[src/rtl/snn_spike_rate_decoder_if.sv]
// snn_spike_rate_decoder_if: spike/enable inputs and the rate/ISI result handshake
interface snn_spike_rate_decoder_if #(
  parameter int CNT_W = 8,
  parameter int ISI_W = 8
);
  logic             en;
  logic             spike_in;
  logic             out_ready;
  logic             out_valid;
  logic [CNT_W-1:0] rate_out;
  logic [ISI_W-1:0] isi_out;
  logic             overrun;
  modport master (output en, spike_in, out_ready, input out_valid, rate_out, isi_out, overrun);
  modport slave  (input en, spike_in, out_ready, output out_valid, rate_out, isi_out, overrun);
endinterface

[src/rtl/snn_spike_rate_decoder.sv]
// snn_spike_rate_decoder: per-window spike count and minimum inter-spike interval with a 1-entry output buffer
module snn_spike_rate_decoder #(
  parameter int WINDOW_LOG2 = 6,
  parameter int CNT_W       = 8,
  parameter int ISI_W       = 8
) (
  input  logic                    clk,
  input  logic                    rst,
  snn_spike_rate_decoder_if.slave bus
);
  typedef enum logic {IDLE, ACCUM} state_t;
  state_t                 state_q, state_d;
  logic [WINDOW_LOG2-1:0] win_q, win_d;
  logic [CNT_W-1:0]       spk_q, spk_d, cnt_new, rate_q, rate_d;
  logic [ISI_W-1:0]       isi_cnt_q, isi_cnt_d, min_q, min_d, min_new, isi_q, isi_d;
  logic                   seen_q, seen_d, valid_q, valid_d, ovr_q, ovr_d;
  logic                   leave, spike, close, load;
  // en high makes the current cycle an ACCUM cycle; dropping en discards the partial window
  always_comb begin
    state_d   = bus.en ? ACCUM : IDLE;
    leave     = state_q == ACCUM && !bus.en;
    spike     = bus.en && bus.spike_in;
    close     = bus.en && win_q == '1;
    cnt_new   = (spike && ~&spk_q) ? spk_q + CNT_W'(1) : spk_q;
    min_new   = (spike && seen_q && isi_cnt_q < min_q) ? isi_cnt_q : min_q;
    win_d     = leave ? '0 : win_q + WINDOW_LOG2'(bus.en);
    spk_d     = (close || leave) ? '0 : cnt_new;
    min_d     = (close || leave) ? '1 : min_new;
    isi_cnt_d = spike ? ISI_W'(1) : (bus.en && ~&isi_cnt_q) ? isi_cnt_q + ISI_W'(1) : isi_cnt_q;
    seen_d    = !leave && (seen_q || spike);
    load      = close && (!valid_q || bus.out_ready);
    valid_d   = load || (valid_q && !bus.out_ready);
    rate_d    = load ? cnt_new : rate_q;
    isi_d     = load ? min_new : isi_q;
    ovr_d     = ovr_q || (close && valid_q && !bus.out_ready);
  end
  // state, window accumulators and output buffer
  always_ff @(posedge clk) begin
    if (rst) begin
      state_q   <= IDLE;
      win_q     <= '0;
      spk_q     <= '0;
      isi_cnt_q <= '0;
      min_q     <= '1;
      seen_q    <= 1'b0;
      valid_q   <= 1'b0;
      rate_q    <= '0;
      isi_q     <= '1;
      ovr_q     <= 1'b0;
    end else begin
      state_q   <= state_d;
      win_q     <= win_d;
      spk_q     <= spk_d;
      isi_cnt_q <= isi_cnt_d;
      min_q     <= min_d;
      seen_q    <= seen_d;
      valid_q   <= valid_d;
      rate_q    <= rate_d;
      isi_q     <= isi_d;
      ovr_q     <= ovr_d;
    end
  end
  assign bus.out_valid = valid_q;
  assign bus.rate_out  = rate_q;
  assign bus.isi_out   = isi_q;
  assign bus.overrun   = ovr_q;
endmodule

[src/flat_wrapper.sv]
// flat-port wrapper written by rule: the top's interface ports become plain ports
module snn_spike_rate_decoder_flat 
#(
  parameter int WINDOW_LOG2 = 6,
  parameter int CNT_W       = 8,
  parameter int ISI_W       = 8
)
  (clk, rst, bus_en, bus_spike_in, bus_out_ready, bus_out_valid, bus_rate_out, bus_isi_out, bus_overrun);
  snn_spike_rate_decoder_if #(.CNT_W(CNT_W), .ISI_W(ISI_W)) bus_i ();
  input  logic clk;
  input  logic rst;
  input wire logic [$bits(bus_i.en)-1:0] bus_en;
  input wire logic [$bits(bus_i.spike_in)-1:0] bus_spike_in;
  input wire logic [$bits(bus_i.out_ready)-1:0] bus_out_ready;
  output wire logic [$bits(bus_i.out_valid)-1:0] bus_out_valid;
  output wire logic [$bits(bus_i.rate_out)-1:0] bus_rate_out;
  output wire logic [$bits(bus_i.isi_out)-1:0] bus_isi_out;
  output wire logic [$bits(bus_i.overrun)-1:0] bus_overrun;
  assign bus_i.en = bus_en;
  assign bus_i.spike_in = bus_spike_in;
  assign bus_i.out_ready = bus_out_ready;
  assign bus_out_valid = bus_i.out_valid;
  assign bus_rate_out = bus_i.rate_out;
  assign bus_isi_out = bus_i.isi_out;
  assign bus_overrun = bus_i.overrun;
  snn_spike_rate_decoder #(.WINDOW_LOG2(WINDOW_LOG2), .CNT_W(CNT_W), .ISI_W(ISI_W)) u_core (.clk(clk), .rst(rst), .bus(bus_i));
endmodule
[config.mk]
export PLATFORM = sky130hd
export DESIGN_NAME = snn_spike_rate_decoder_flat
export DESIGN_NICKNAME = d
export VERILOG_FILES = /design/src/rtl/snn_spike_rate_decoder_if.sv /design/src/rtl/snn_spike_rate_decoder.sv /design/src/flat_wrapper.sv
export SDC_FILE = /design/constraint.sdc
export NUM_CORES = 1
export LEC_CHECK = 0
export ABC_AREA = 0
export CORE_ASPECT_RATIO = 1.25
export CORE_MARGIN = 2
export CORE_UTILIZATION = 61
export DETAILED_ROUTE_END_ITERATION = 8
export GPL_ROUTABILITY_DRIVEN = 0
export GPL_TIMING_DRIVEN = 0
export PLACE_DENSITY = 0.84
export SYNTH_ARGS = -nofsm -noshare
export SYNTH_HDL_FRONTEND = slang
export SYNTH_SLANG_ARGS = --single-unit
export TNS_END_PERCENT = 30
[constraint.sdc]
create_clock -name clk -period 4.1 [get_ports clk]
set_input_delay 0.82 -clock clk [delete_from_list [all_inputs] [get_ports clk]]
set_output_delay 0.82 -clock clk [all_outputs]
set_load 0.03 [all_outputs]
After elaboration in Yosys (flattened, before gate mapping)
Index checks and enable logic that the tools add are counted.
{"block": "word_totals", "register_bits": 50, "ramBits": 0, "latch_bits": 0, "mem_count": 0, "rom_bits": 0, "output_inout_bits": 18}
{"block": "classes", "n_lt_le_gt_ge": 1, "n_mul": 0, "mux": 5, "n_reduce_logical": 29, "n_eq_ne": 1, "bitwise_logic": 0, "div": 0, "n_addsub": 3, "shift": 0}
{"operator": "8-bit by 1-bit adder with 8-bit output, second input constant", "count": 2}
{"operator": "8-bit two-way mux", "count": 2}
{"operator": "8-bit AND reduction", "count": 2}
{"operator": "1-bit logical AND", "count": 12}
{"operator": "8-bit < comparator", "count": 1}
{"operator": "6-bit by 1-bit adder with 6-bit output", "count": 1}
{"operator": "6-bit == test, second input constant", "count": 1}
{"operator": "1-bit logical NOT", "count": 6}
{"operator": "2-bit OR reduction", "count": 3}
{"operator": "1-bit logical OR", "count": 5}
{"operator": "1-bit two-way mux", "count": 3}
{"operator": "2-bit nonzero test", "count": 1}

Longest topological paths before layout
Gate-level depths: netlist of run 1.
{"block": "depth", "ltp_word": 5, "mapped_depth": 7, "ltp_nobuf": 6}

Worst setup path after synthesis of run 1
OpenSTA, ideal clock, no wires.
{"block": "synth_path", "path_type": "input to register", "from": "input bus_en", "to": "register u_core.min_q[3]", "cell_stages": 6, "path_buffers": 2, "setup_ns": 0.123, "t_arrival_ns": 1.919, "setup_slack_ns": 2.058, "path_cell_list": "clkbuf_1 -> inv_1 -> a21oi_1 -> nand2_1 -> clkbuf_1 -> a221o_2"}
{"block": "synth_via", "elab_chain_len": 4, "elab_cells_between_ends": 9}
{"element": "from (decl)", "line": "flat_wrapper.sv:12", "text": "input wire logic [$bits(bus_i.en)-1:0] bus_en;"}
{"element": "1-bit logical AND or 1-bit logical NOT (tied branches)", "line": "snn_spike_rate_decoder.sv:22, snn_spike_rate_decoder.sv:21"}
{"element": "1-bit logical AND (on tied branches)", "line": "snn_spike_rate_decoder.sv:25, snn_spike_rate_decoder.sv:21"}
{"element": "1-bit logical AND or 1-bit logical OR (tied branches)", "line": "snn_spike_rate_decoder.sv:25, snn_spike_rate_decoder.sv:28"}
{"element": "8-bit two-way mux or 2-bit OR reduction (tied branches)"}
{"element": "to (signal assigned)", "line": "snn_spike_rate_decoder.sv:55", "text": "min_q <= min_d;"}
{"element": "to (decl)", "line": "snn_spike_rate_decoder.sv:15", "text": "logic [ISI_W-1:0] isi_cnt_q, isi_cnt_d, min_q, min_d, min_new, isi_q, isi_d;"}
Several ways; a longest one is shown, not always the timed one.
A chain may end at the register's enable or synchronous reset.

Worst setup path in the final report of run 1
{"block": "layout_path", "from": "input bus_en", "to": "register u_core.min_q[5]"}
The elaborated chain is that of the path after synthesis.

==> results.rst, run 1 <==
.. list-table::
   :header-rows: 1

   * - Metric
     - Value
   * - DRC marker count from the first detailed-route iteration
     - between 100 and 150
   * - Final setup fails
     - 0
   * - Hold-fix buffer count after cts
     - 0
   * - Number of synthesized register bits
     - 50
   * - DP Cell Count
     - between 300 and 400
   * - Drt pass-1 iters
     - 4
   * - Number of hold violations in the final report
     - 0
   * - Fraction of layout instances using a drive strength above 1
     - around 5.7%
   * - Setup slack of the most critical reg-to-reg path
     - 1.69 ns
   * - Total global routing track utilization
     - 27.20%
   * - Sequential share of the synthesized area
     - between 40% and 50%
   * - Skew final
     - 0.008945 ns
   * - Antenna violations before repair
     - 0
   * - Min-Delay Path Class
     - flop to flop
   * - DRT antenna net count
     - 0
   * - Storage element area
     - around 0.001 mm^2
   * - Total DRC errors in the routed layout
     - 0
   * - Max Freq
     - 366.5 MHz
   * - Area enclosed by the die boundary
     - approximately 0.0046 mm^2
   * - Least-Margin Pin Slew
     - 0.7812 ns
   * - Max capacitance violation total
     - 0
   * - Ant. Diodes
     - 0
   * - Synth warn
     - 0
   * - Portion of total power attributed to combinational logic
     - roughly 5.6%
   * - Total number of vias
     - around 2.2k
   * - Post-detail-place hpwl
     - between 3 and 4 mm
   * - Area inside the core boundary
     - between 0.003 and 0.004 mm^2
   * - Number of cells traversed by the worst hold path
     - 2
   * - Post-CTS Setup Repair Bufs
     - 0
   * - Hold Crit Endpoint
     - u_core.bus.rate_out[5]$_SDFFE_PP0P_
   * - Final std cells w/o fill
     - 370
   * - Height of the die
     - about 75 um
   * - Maximum resistive drop on vdd
     - a little under 0.3 mV
   * - Type of origin of the critical path
     - primary input
   * - Maximum number of pins on one net before global-route repair
     - 17
   * - Largest fanout of any net on the critical path
     - 10
   * - Post-route fraction of the period consumed by the critical path
     - 66.55%
   * - Distinct cells, synth
     - 38
   * - TritonCTS clock tree
     - done
   * - Number of top-level pins
     - 23
   * - Maximum level of the CTS H-tree
     - 2
   * - Critical Path AT
     - between 2 and 3 ns
   * - Number of rows created at floorplan
     - 25
   * - Per-instance average area after synthesis
     - around 8.6 um^2
   * - Chip Width
     - 60.79 um
   * - Crit Path Class
     - primary input to flop
   * - First-pass GRT wire length
     - about 9 mm
   * - Maximum root-to-sink buffer count
     - 2
   * - Final TNS setup
     - 0 ns
   * - Status
     - completed
   * - Startpoint of the worst register-to-register path
     - u_core.min_q[6]$_SDFF_PP1_
   * - Via count of the first global-routing pass
     - between 2k and 2.5k
   * - Gate Count Post-Synth
     - ~290
   * - Synthesized Nets
     - around 300
   * - Clock slew at the register clock pins of the worst setup and hold paths
     - about 0.10 ns
   * - Fraction of power consumed by sequential logic
     - 55.3%
   * - Proportion of power drawn by the clock network
     - about two fifths
   * - Number of resized instances in the post-cts repair step
     - 0
   * - Via/cell ratio
     - ~6.0
   * - Depth of the most critical reg-to-reg path
     - 6
   * - CTS sink count
     - 50
   * - Cell area after synthesis
     - 0.002459 mm^2
   * - Area taken by multi-input logic gates
     - 0.001315 mm^2
   * - CTS Buf Count
     - 5
   * - Initial standard-cell utilization of the core
     - 64.43%
   * - Insertion delay of the later-clocked pin in the worst-skew pair
     - between 0.3 and 0.4 ns
   * - Static Leak
     - 1.087 nW
   * - Root buf cell
     - sky130_fd_sc_hd__clkbuf_8
   * - RSZ-0062 raised after global routing
     - false
   * - Worst Path Required
     - approximately 4.3 ns
   * - Per-cell routed wire length
     - ~15 um
   * - Final Routed Wirelength
     - ~5.6 mm
   * - Signed area change from the synthesized netlist to the final layout
     - 16.34%
   * - Reg-to-Reg End
     - u_core.min_q[5]$_SDFF_PP1_
   * - Count of buffers inserted at the top-level ports
     - 22
   * - Worst max-slew margin expressed relative to the limit
     - a little under half
   * - Count of final max-slew check failures
     - 0
   * - Switching share of power
     - between 20% and 30%
   * - Cell internal pwr
     - between 0.6 and 0.7 mW
   * - Start point of the worst min-delay path
     - u_core.bus.rate_out[5]$_SDFFE_PP0P_
   * - Power per standard cell area
     - between 300 and 400 mW/mm^2
   * - Total grt overflow
     - 0
   * - Number of fill cells in the layout
     - 297
   * - Nets
     - between 300 and 400
   * - Kind of end point of the critical path
     - flop
   * - Fin crit period
     - around 2.7 ns
   * - Switch Pwr
     - approximately 0.21 mW
[registers in the layout, indices dropped and copies added, names as in the netlist]
register              flops
u_core.state_q            1
u_core.seen_q             1
u_core.win_q              6
u_core.bus.out_valid      1
u_core.spk_q              8
u_core.bus.isi_out        8
u_core.isi_cnt_q          8
u_core.min_q              8
u_core.bus.rate_out       8
u_core.bus.overrun        1
[layout make-up]
type	instances	area share, %
clock buffers	5	2.406
repair buffers	22	7.699
multi-input cells	202	45.98
inverters	18	2.362
flip-flops and latches	50	35.00
clock inverters	3	1.575
plain buffers	16	2.625
well taps	54	2.362
[logic make-up after synthesis]
kind of cell               Yosys count  share of synthesized area, %
adders and majority gates           11                         5.598
muxes                                1                        0.4071
and+or+nand+nor                    111                         22.29
AOI/OAI and AO/OA                   68                         21.27
DFF                                 50                         40.71
xor gates and xnor gates            11                         3.918
buffers and inverters               34                         5.801
[routing by layer]
| metal | up-vias | global-route usage [%] | part of all wire [%] |
|---|---|---|---|
| met1 | 1030 | 34.66 | 45 |
| met5 | - | 0 | 0 |
| met4 | 0 | 8.454 | 1.6 |
| met2 | 56 | 45.64 | 49 |
| li1 | 1107 | - | - |
| met3 | 10 | 6.014 | 5.0 |
[layout by cell type, fill, tap and decap left out, types with 6 or more instances in the layout]
master                             n
sky130_fd_sc_hd__a211oi_1         21
sky130_fd_sc_hd__a21oi_1          13
sky130_fd_sc_hd__a221o_2           6
sky130_fd_sc_hd__clkbuf_1         14
sky130_fd_sc_hd__clkdlybuf4s50_1  22
sky130_fd_sc_hd__dfxtp_1          50
sky130_fd_sc_hd__ha_1             11
sky130_fd_sc_hd__inv_1            18
sky130_fd_sc_hd__nand2_1          13
sky130_fd_sc_hd__nand3_1           9
sky130_fd_sc_hd__nand4_1          13
sky130_fd_sc_hd__nor2_1           37
sky130_fd_sc_hd__nor3_1           20
sky130_fd_sc_hd__xor2_1            6
[synthesized netlist by cell type, drive strengths merged]
library cell  number  share of area, %
a2111o             1              0.46
a2111oi            1              0.36
a211oi            21               6.4
a21o               5               1.8
a21oi             13               2.6
a221o              8               3.6
a221oi             1              0.36
a311oi             1              0.36
a31oi              1              0.25
a41o               1              0.41
and2               3              0.76
and3               5               1.3
and4               4               1.4
and4b              1              0.41
buf                2              0.92
clkbuf            14               2.1
dfxtp             50                41
ha                11               5.6
inv               18               2.7
mux2i              1              0.41
nand2             13               2.0
nand2b             4               1.0
nand3              9               1.8
nand4             13               3.3
nor2              37               5.6
nor3              20               4.1
o211a              2              0.81
o211ai             5               1.5
o21ai              3              0.61
o21ba              1              0.41
o311ai             1              0.36
o31ai              3              0.92
or3                1              0.25
or4                1              0.31
xnor2              5               1.8
xor2               6               2.1
[power by group through the flow]
stage | Sequential [mW] | Combinational [mW] | Clock (mW)
floorplan | 0.508 | 0.0341 | 0
global placement | 0.510 | 0.0478 | 0
detailed placement | 0.510 | 0.0492 | 0
CTS | 0.499 | 0.0498 | 0.358
global route | 0.500 | 0.0568 | 0.375
finish | 0.499 | 0.0504 | 0.353
[through the flow]
stage	hold slack, ns	instance area (um^2)	setup slack (ns)	util [%]	power (mW)
after global placement	0.4449	2746	1.119	71.97	0.5577
after global routing	0.5046	2860	1.229	74.95	0.9321
after detailed placement	0.4556	2746	1.093	71.97	0.5596
final	0.4648	2860	1.371	74.95	0.9030
after CTS	0.4692	2860	1.410	74.95	0.9065
after floorplan	0.4329	2459	2.058	-	0.5426
[worst max-delay path by stage]
stage,start,end,slack (ns),cells after the start
after floorplan,bus_en,u_core.min_q[3]$_SDFF_PP1_,2.06,6
after global placement,bus_en,u_core.min_q[4]$_SDFF_PP1_,1.12,7
after detailed placement,bus_en,u_core.min_q[5]$_SDFF_PP1_,1.09,7
after CTS,bus_en,u_core.min_q[5]$_SDFF_PP1_,1.41,7
after global routing,bus_en,u_core.min_q[5]$_SDFF_PP1_,1.23,7
final,bus_en,u_core.min_q[5]$_SDFF_PP1_,1.37,7
[worst max-delay path, stage by stage]
cell and delay (ns):
sky130_fd_sc_hd__clkdlybuf4s50_1 0.58, sky130_fd_sc_hd__clkbuf_1 0.33, sky130_fd_sc_hd__inv_1 0.16, sky130_fd_sc_hd__a21oi_1 0.23, sky130_fd_sc_hd__nand2_1 0.15, sky130_fd_sc_hd__clkbuf_1 0.27, sky130_fd_sc_hd__a221o_2 0.37
No activity file was read; power rests on OpenSTA's default activity.
==> run 2: changes to the inputs <==
- CORE_UTILIZATION: 61 -> 51
- PLACE_DENSITY: 0.84 -> 0.75
- clock period: 4.1 -> 2.38 ns (I/O delays scaled with it)
==> results.rst, run 2 (synthesis gave the netlist of run 1 again) <==
.. list-table::
   :header-rows: 1

   * - Metric
     - Value
   * - Status
     - completed
   * - Final std cells w/o fill
     - 376 (+1.6%)
   * - Insertion delay of the later-clocked pin in the worst-skew pair
     - 0.31 ns (about the same)
   * - Total DRC errors in the routed layout
     - 0 (unchanged)
   * - Maximum root-to-sink buffer count
     - 2 (unchanged)
   * - CTS Buf Count
     - 5 (unchanged)
   * - Power per standard cell area
     - 542.0 mW/mm^2 (+72%)
   * - Final TNS setup
     - 0 ns (unchanged)
   * - Total grt overflow
     - 0 (unchanged)
   * - Commonest cells after routing, fill and taps aside
     - 50 x sky130_fd_sc_hd__dfxtp_1, 37 x sky130_fd_sc_hd__nor2_1, 22 x sky130_fd_sc_hd__clkdlybuf4s50_1, 21 x sky130_fd_sc_hd__a211oi_1, 20 x sky130_fd_sc_hd__nor3_1
   * - CTS sink count
     - 50 (unchanged)
   * - Signed area change from the synthesized netlist to the final layout
     - 16.90%
   * - Largest fanout of any net on the critical path
     - 10 (unchanged)
   * - Chip Width
     - 66.10 um (+8.7%)
   * - Via count of the first global-routing pass
     - 2005 (-0.40%)
   * - Global-route layer with the greatest usage
     - met2
   * - Total global routing track utilization
     - 22.61% (-4.6 points)
   * - Final Routed Wirelength
     - 5.438 mm (-2.2%)
   * - Area taken by multi-input logic gates
     - 0.001319 mm^2 (+0.29%)
   * - Met3 track demand over resource
     - 4.247% (-1.8 points)
   * - Clock slew at the register clock pins of the worst setup and hold paths
     - 0.09 ns (about the same)
   * - Number of hold violations in the final report
     - 0 (unchanged)
   * - Maximum number of pins on one net before global-route repair
     - 17 (unchanged)
   * - Maximum level of the CTS H-tree
     - 2 (unchanged)
   * - Worst max-slew margin expressed relative to the limit
     - 52.14% (+4.2 points)
   * - Root buf cell
     - sky130_fd_sc_hd__clkbuf_8
   * - Number of top-level pins
     - 23 (unchanged)
   * - Count of final max-slew check failures
     - 0 (unchanged)
   * - Fin crit period
     - around 2.3 ns
   * - Per-cell routed wire length
     - 14.46 um (-3.8%)
   * - Ant. Diodes
     - 0 (unchanged)
   * - Total number of vias
     - 2168 (-1.6%)
   * - Crit Path Class
     - flop to flop
   * - Critical Path AT
     - 2.47 ns (-0.45 ns)
   * - Maximum resistive drop on vdd
     - 0.3859 mV (+30%)
   * - Count of buffers inserted at the top-level ports
     - 22 (unchanged)
   * - Hold Worst Slack
     - 0.4602 ns (-0.004585 ns)
   * - DRC marker count from the first detailed-route iteration
     - 174 (+26%)
   * - Tot Pwr
     - 1.558 mW (+73%)
   * - Via/cell ratio
     - 5.766 (-3.2%)
   * - Most frequent standard cell in the layout excluding fill and tap cells
     - sky130_fd_sc_hd__dfxtp_1
   * - Number of fill cells in the layout
     - 445 (+50%)
   * - RSZ-0062 raised after global routing
     - true
   * - Initial standard-cell utilization of the core
     - 52.37% (-12 points)
   * - Antenna violations before repair
     - 0 (unchanged)
   * - Met1 track demand over resource in global routing
     - 28.93% (-5.7 points)
   * - First-pass GRT wire length
     - 9.328 mm (+0.75%)
   * - Min-Delay Path Class
     - flop to flop
   * - Post-detail-place hpwl
     - 4.010 mm (+0.57%)
   * - Area inside the core boundary
     - 0.004695 mm^2 (+23%)
   * - Fraction of layout instances using a drive strength above 1
     - 6.646% (+0.95 points)
   * - Max Freq
     - roughly 440 MHz
   * - Worst Path Required
     - 2.58 ns (-1.71 ns)
   * - Number of rows created at floorplan
     - 28 (+12%)
   * - Post-route fraction of the period consumed by the critical path
     - a little over nine tenths
   * - Nets
     - 331 (unchanged)
   * - Final setup fails
     - 0 (unchanged)
   * - TritonCTS clock tree
     - done
   * - Static Leak
     - 1.094 nW (+0.59%)
   * - Skew final
     - 0.006388 ns (-0.002557 ns)
   * - Max capacitance violation total
     - 0 (unchanged)
   * - DRT antenna net count
     - 0 (unchanged)
   * - Least-Margin Pin Slew
     - 0.7148 ns (-0.06638 ns)
   * - Post-CTS Setup Repair Bufs
     - 0 (unchanged)
   * - Storage element area
     - 0.001001 mm^2 (unchanged)
   * - Met2 usage
     - 37.60% (-8.0 points)
   * - Height of the die
     - 81.63 um (+8.9%)
   * - DP Cell Count
     - 368 (+1.7%)
   * - Share of the core filled with cells in the final layout
     - 61.22% (-14 points)
   * - Drt pass-1 iters
     - 4 (unchanged)
   * - Type of origin of the critical path
     - flop
   * - Area enclosed by the die boundary
     - 0.005395 mm^2 (+18%)
   * - Kind of end point of the critical path
     - flop
-- run 2: cell counts in the layout (fill, tap and decap cells not counted) --
No cell type changed its count.
-- run 2: final timing paths --
| path | from | end | slack (ns) | depth (start not counted) |
|---|---|---|---|---|
| worst max register to register | u_core.isi_cnt_q[6]$_SDFFE_PP0P_ | u_core.min_q[7]$_SDFF_PP1_ | 0.11 | 6 |
| worst max-delay path | u_core.isi_cnt_q[6]$_SDFFE_PP0P_ | u_core.min_q[7]$_SDFF_PP1_ | 0.11 | 6 |
| worst min register to register | u_core.bus.rate_out[2]$_SDFFE_PP0P_ | u_core.bus.rate_out[2]$_SDFFE_PP0P_ | 0.46 | 2 |
| worst min-delay path | u_core.bus.rate_out[2]$_SDFFE_PP0P_ | u_core.bus.rate_out[2]$_SDFFE_PP0P_ | 0.46 | 2 |
-- run 2: metrics by stage --
| step | setup slack [ns] | cell area [um^2] |
|---|---|---|
| 2_1_floorplan | 0.4065 | 2459 |
| 3_3_place_gp | -0.2496 | 2754 |
| 3_5_place_dp | -0.2715 | 2754 |
| 4_1_cts | 0.05035 | 2868 |
| 5_1_grt | -0.05172 | 2874 |
| 6_report | 0.1110 | 2874 |
-- run 2: final cells by class --
| class | instances | area share, % |
|---|---|---|
| Inverter | 18 | 2.351 |
| Timing Repair Buffer | 22 | 7.662 |
| Sequential cell | 50 | 34.83 |
| Clock inverter | 3 | 1.567 |
| Buffer | 16 | 2.699 |
| Tap cell | 60 | 2.612 |
| Clock buffer | 5 | 2.394 |
| Multi-Input combinational cell | 202 | 45.89 |
-- run 2: what timing repair did --
item | 4_1_cts | 5_1_grt
setup endpoints to repair | 0 | 13
resized for setup | 0 | 5
hold buffers | 0 | 0
-- run 2: routing by layer --
metal	up-vias	part of all wire, %
li1	1109	-
met1	1002	46
met2	50	49
met3	7	4.1
met4	0	1.4
met5	-	0
-- run 2: where the power goes --
group / internal (mW) / total, mW / switching [mW]
logic: 0.0322 / 0.0857 / 0.0535
registers: 0.849 / 0.860 / 0.0108
clock network: 0.313 / 0.612 / 0.299
total: 1.19 / 1.56 / 0.364
-- run 2: critical path, stage by stage (launching register included) --
cell and delay [ns]:
sky130_fd_sc_hd__dfxtp_1 0.39, sky130_fd_sc_hd__ha_1 0.35, sky130_fd_sc_hd__a21oi_1 0.08, sky130_fd_sc_hd__o211ai_1 0.58, sky130_fd_sc_hd__clkbuf_1 0.40, sky130_fd_sc_hd__nor2_1 0.08
sky130_fd_sc_hd__a221o_1 0.29
==> run 3: changes to the inputs <==
- CELL_PAD_IN_SITES_DETAIL_PLACEMENT: default -> 0
- CELL_PAD_IN_SITES_GLOBAL_PLACEMENT: default -> 1
- CORE_UTILIZATION: 51 -> 43
- DONT_BUFFER_PORTS: default -> 1
- PLACE_DENSITY: 0.75 -> default
- PLACE_DENSITY_LB_ADDON: default -> 0.1
==> results.rst, run 3 (synthesis gave the netlist of run 1 again) <==
.. list-table::
   :header-rows: 1

   * - Metric
     - Value
   * - Via count of the first global-routing pass
     - 2043 (+1.9%)
   * - Final TNS setup
     - 0 ns (unchanged)
   * - Cell area after placement
     - 0.002539 mm^2 (-7.8%)
   * - DRC marker count from the first detailed-route iteration
     - 72 (-59%)
   * - Chip Width
     - 71.63 um (+8.4%)
   * - Static Leak
     - 1.019 nW (-6.9%)
   * - Start point of the worst min-delay path
     - bus_en
   * - Fin crit period
     - 2.158 ns (-0.1106 ns)
   * - RSZ-0062 raised after global routing
     - false
   * - CTS sink count
     - 50 (unchanged)
   * - Kind of end point of the critical path
     - flop
   * - Cell type of the slowest stage on the worst timing path
     - sky130_fd_sc_hd__a221o_2
   * - Root buf cell
     - sky130_fd_sc_hd__clkbuf_8
   * - PnR worst setup slack
     - 0.2216 ns (+0.1106 ns)
   * - Maximum level of the CTS H-tree
     - 2 (unchanged)
   * - Least-Margin Pin Slew
     - 0.5044 ns (-0.2104 ns)
   * - Ordered cell list for the critical path
     - inv_1, ha_1, nand4_1, a21oi_2, nand2_1, a221o_2
   * - Setup slack of the most critical reg-to-reg path
     - 0.22 ns (+0.11 ns)
   * - Startpoint of the worst register-to-register path
     - u_core.min_q[6]$_SDFF_PP1_
   * - Hold-fix buffer count after cts
     - 0 (unchanged)
   * - Fraction of layout instances using a drive strength above 1
     - 7.095% (+0.45 points)
   * - Maximum number of pins on one net before global-route repair
     - 17 (unchanged)
   * - Reg-to-Reg End
     - u_core.min_q[1]$_SDFF_PP1_
   * - Final Routed Wirelength
     - 5.800 mm (+6.7%)
   * - Via/cell ratio
     - 5.800 (+0.59%)
   * - TritonCTS clock tree
     - done
   * - Worst Path Required
     - 2.58 ns (about the same)
   * - CTS Buf Count
     - 5 (unchanged)
   * - Type of origin of the critical path
     - flop
   * - Signed area change from the synthesized netlist to the final layout
     - 8.600%
   * - Count of buffers inserted at the top-level ports
     - 0 (-100%)
   * - Clock slew at the register clock pins of the worst setup and hold paths
     - 0.10 ns (about the same)
   * - Total number of vias
     - 2088 (-3.7%)
   * - Crit Path Class
     - flop to flop
   * - Worst max-slew margin expressed relative to the limit
     - 65.50% (+13 points)
   * - Critical Path AT
     - 2.36 ns (-0.11 ns)
   * - Hold Crit Endpoint
     - u_core.win_q[0]$_SDFF_PP0_
   * - Antenna violations before repair
     - 0 (unchanged)
   * - Per-cell routed wire length
     - 16.11 um (+11%)
   * - Area inside the core boundary
     - 0.005480 mm^2 (+17%)
   * - Number of hold violations in the final report
     - 0 (unchanged)
   * - Total DRC errors in the routed layout
     - 0 (unchanged)
   * - Maximum resistive drop on vdd
     - 0.3709 mV (-3.9%)
   * - Commonest cells after routing, fill and taps aside
     - 50 x sky130_fd_sc_hd__dfxtp_1, 37 x sky130_fd_sc_hd__nor2_1, 21 x sky130_fd_sc_hd__a211oi_1, 20 x sky130_fd_sc_hd__nor3_1, 18 x sky130_fd_sc_hd__inv_1
   * - Post-route fraction of the period consumed by the critical path
     - 90.69% (-4.6 points)
   * - Maximum cell stage delay along the critical path
     - 0.43 ns (-0.15 ns)
   * - Min-Delay Path Class
     - primary input to flop
   * - Maximum root-to-sink buffer count
     - 2 (unchanged)
   * - Category of cells accounting for the largest share of critical-path delay
     - compound AO/OA/AOI/OAI gates
   * - Hold Worst Slack
     - 0.3909 ns (-0.06934 ns)
   * - First-pass GRT wire length
     - 9.729 mm (+4.3%)
   * - Height of the die
     - 88.54 um (+8.5%)
   * - Max Freq
     - 463.3 MHz (+5.1%)
   * - Drt pass-1 iters
     - 4 (unchanged)
   * - DRT antenna net count
     - 0 (unchanged)
   * - Power per standard cell area
     - 584.0 mW/mm^2 (+7.8%)
   * - Total grt overflow
     - 0 (unchanged)
   * - Ant. Diodes
     - 0 (unchanged)
   * - Insertion delay of the later-clocked pin in the worst-skew pair
     - 0.31 ns (about the same)
   * - Cell count along the critical path
     - 6 (unchanged)
   * - Number of top-level pins
     - 23 (unchanged)
   * - Status
     - completed
   * - Nets
     - 311 (-6.0%)
   * - Post-detail-place hpwl
     - 4.346 mm (+8.4%)
   * - Area enclosed by the die boundary
     - 0.006342 mm^2 (+18%)
   * - Number of rows created at floorplan
     - 30 (+7.1%)
   * - Total global routing track utilization
     - 19.89% (-2.7 points)
   * - Post-Layout Inst Area
     - 0.002670 mm^2 (-7.1%)
   * - Count of final max-slew check failures
     - 0 (unchanged)
   * - Critical path buffers and inverters
     - 1 (unchanged)
   * - Final setup fails
     - 0 (unchanged)
   * - Skew final
     - 0.006567 ns (+0.0001797 ns)
   * - Depth of the most critical reg-to-reg path
     - 6 (unchanged)
   * - DP Worst Slack
     - -0.02500 ns (+0.2465 ns)
   * - Max capacitance violation total
     - 0 (unchanged)
   * - Initial standard-cell utilization of the core
     - 44.86% (-7.5 points)
   * - Number of cells traversed by the worst hold path
     - 2 (unchanged)
   * - Most frequent standard cell in the layout excluding fill and tap cells
     - sky130_fd_sc_hd__dfxtp_1
   * - Largest fanout of any net on the critical path
     - 10 (unchanged)
run 3: layout make-up:
| class | count | area, um^2 |
|---|---|---|
| buffer | 16 | 75.07 |
| clock buffer | 5 | 68.82 |
| clock inverter | 3 | 43.79 |
| fill | 579 | 2810 |
| inverter | 18 | 67.56 |
| multi-input combinational | 202 | 1319 |
| sequential | 50 | 1001 |
| tap | 64 | 80.08 |
| timing repair buffer | 2 | 15.01 |
run 3: power by group:
group | switching, mW | internal, mW
Sequential | 0.0116 | 0.849
Combinational | 0.0502 | 0.0272
Clock | 0.306 | 0.316
run 3: worst max-delay path by stage:
stage | to | slack [ns] | from
6_report | u_core.min_q[1]$_SDFF_PP1_ | 0.22 | u_core.min_q[6]$_SDFF_PP1_
3_3_place_gp | u_core.min_q[1]$_SDFF_PP1_ | -0.04 | u_core.min_q[6]$_SDFF_PP1_
5_1_grt | u_core.min_q[1]$_SDFF_PP1_ | 0.12 | u_core.min_q[7]$_SDFF_PP1_
3_5_place_dp | u_core.min_q[1]$_SDFF_PP1_ | -0.02 | u_core.min_q[6]$_SDFF_PP1_
2_1_floorplan | u_core.min_q[3]$_SDFF_PP1_ | 0.41 | u_core.min_q[6]$_SDFF_PP1_
4_1_cts | u_core.min_q[6]$_SDFF_PP1_ | 0.07 | u_core.min_q[6]$_SDFF_PP1_
run 3: per-stage QoR:
stage                     util, %  instances  power [mW]
final                       48.72        360       1.559
after global routing        48.72        360       1.626
after CTS                   48.45        358       1.578
after detailed placement    46.32        350      0.9577
after global placement      46.32        350      0.9565
after floorplan                 -        286      0.9348
run 3: metal layers:
metal  share of wire [%]  global-route usage, %  vias to the layer above
li1                    -                      -                     1067
met1                  44                  23.24                      989
met2                  51                  35.35                       22
met3                 3.1                  4.214                       10
met4                 2.3                  8.062                        0
met5                   0                      0                        -
run 3: repair_timing:
item                                   CTS  global route
setup endpoints to repair                8            10
setup buffers                            0             2
pin swaps                                0             1
endpoints found under the hold margin    0             0
resized for setup                        1             0
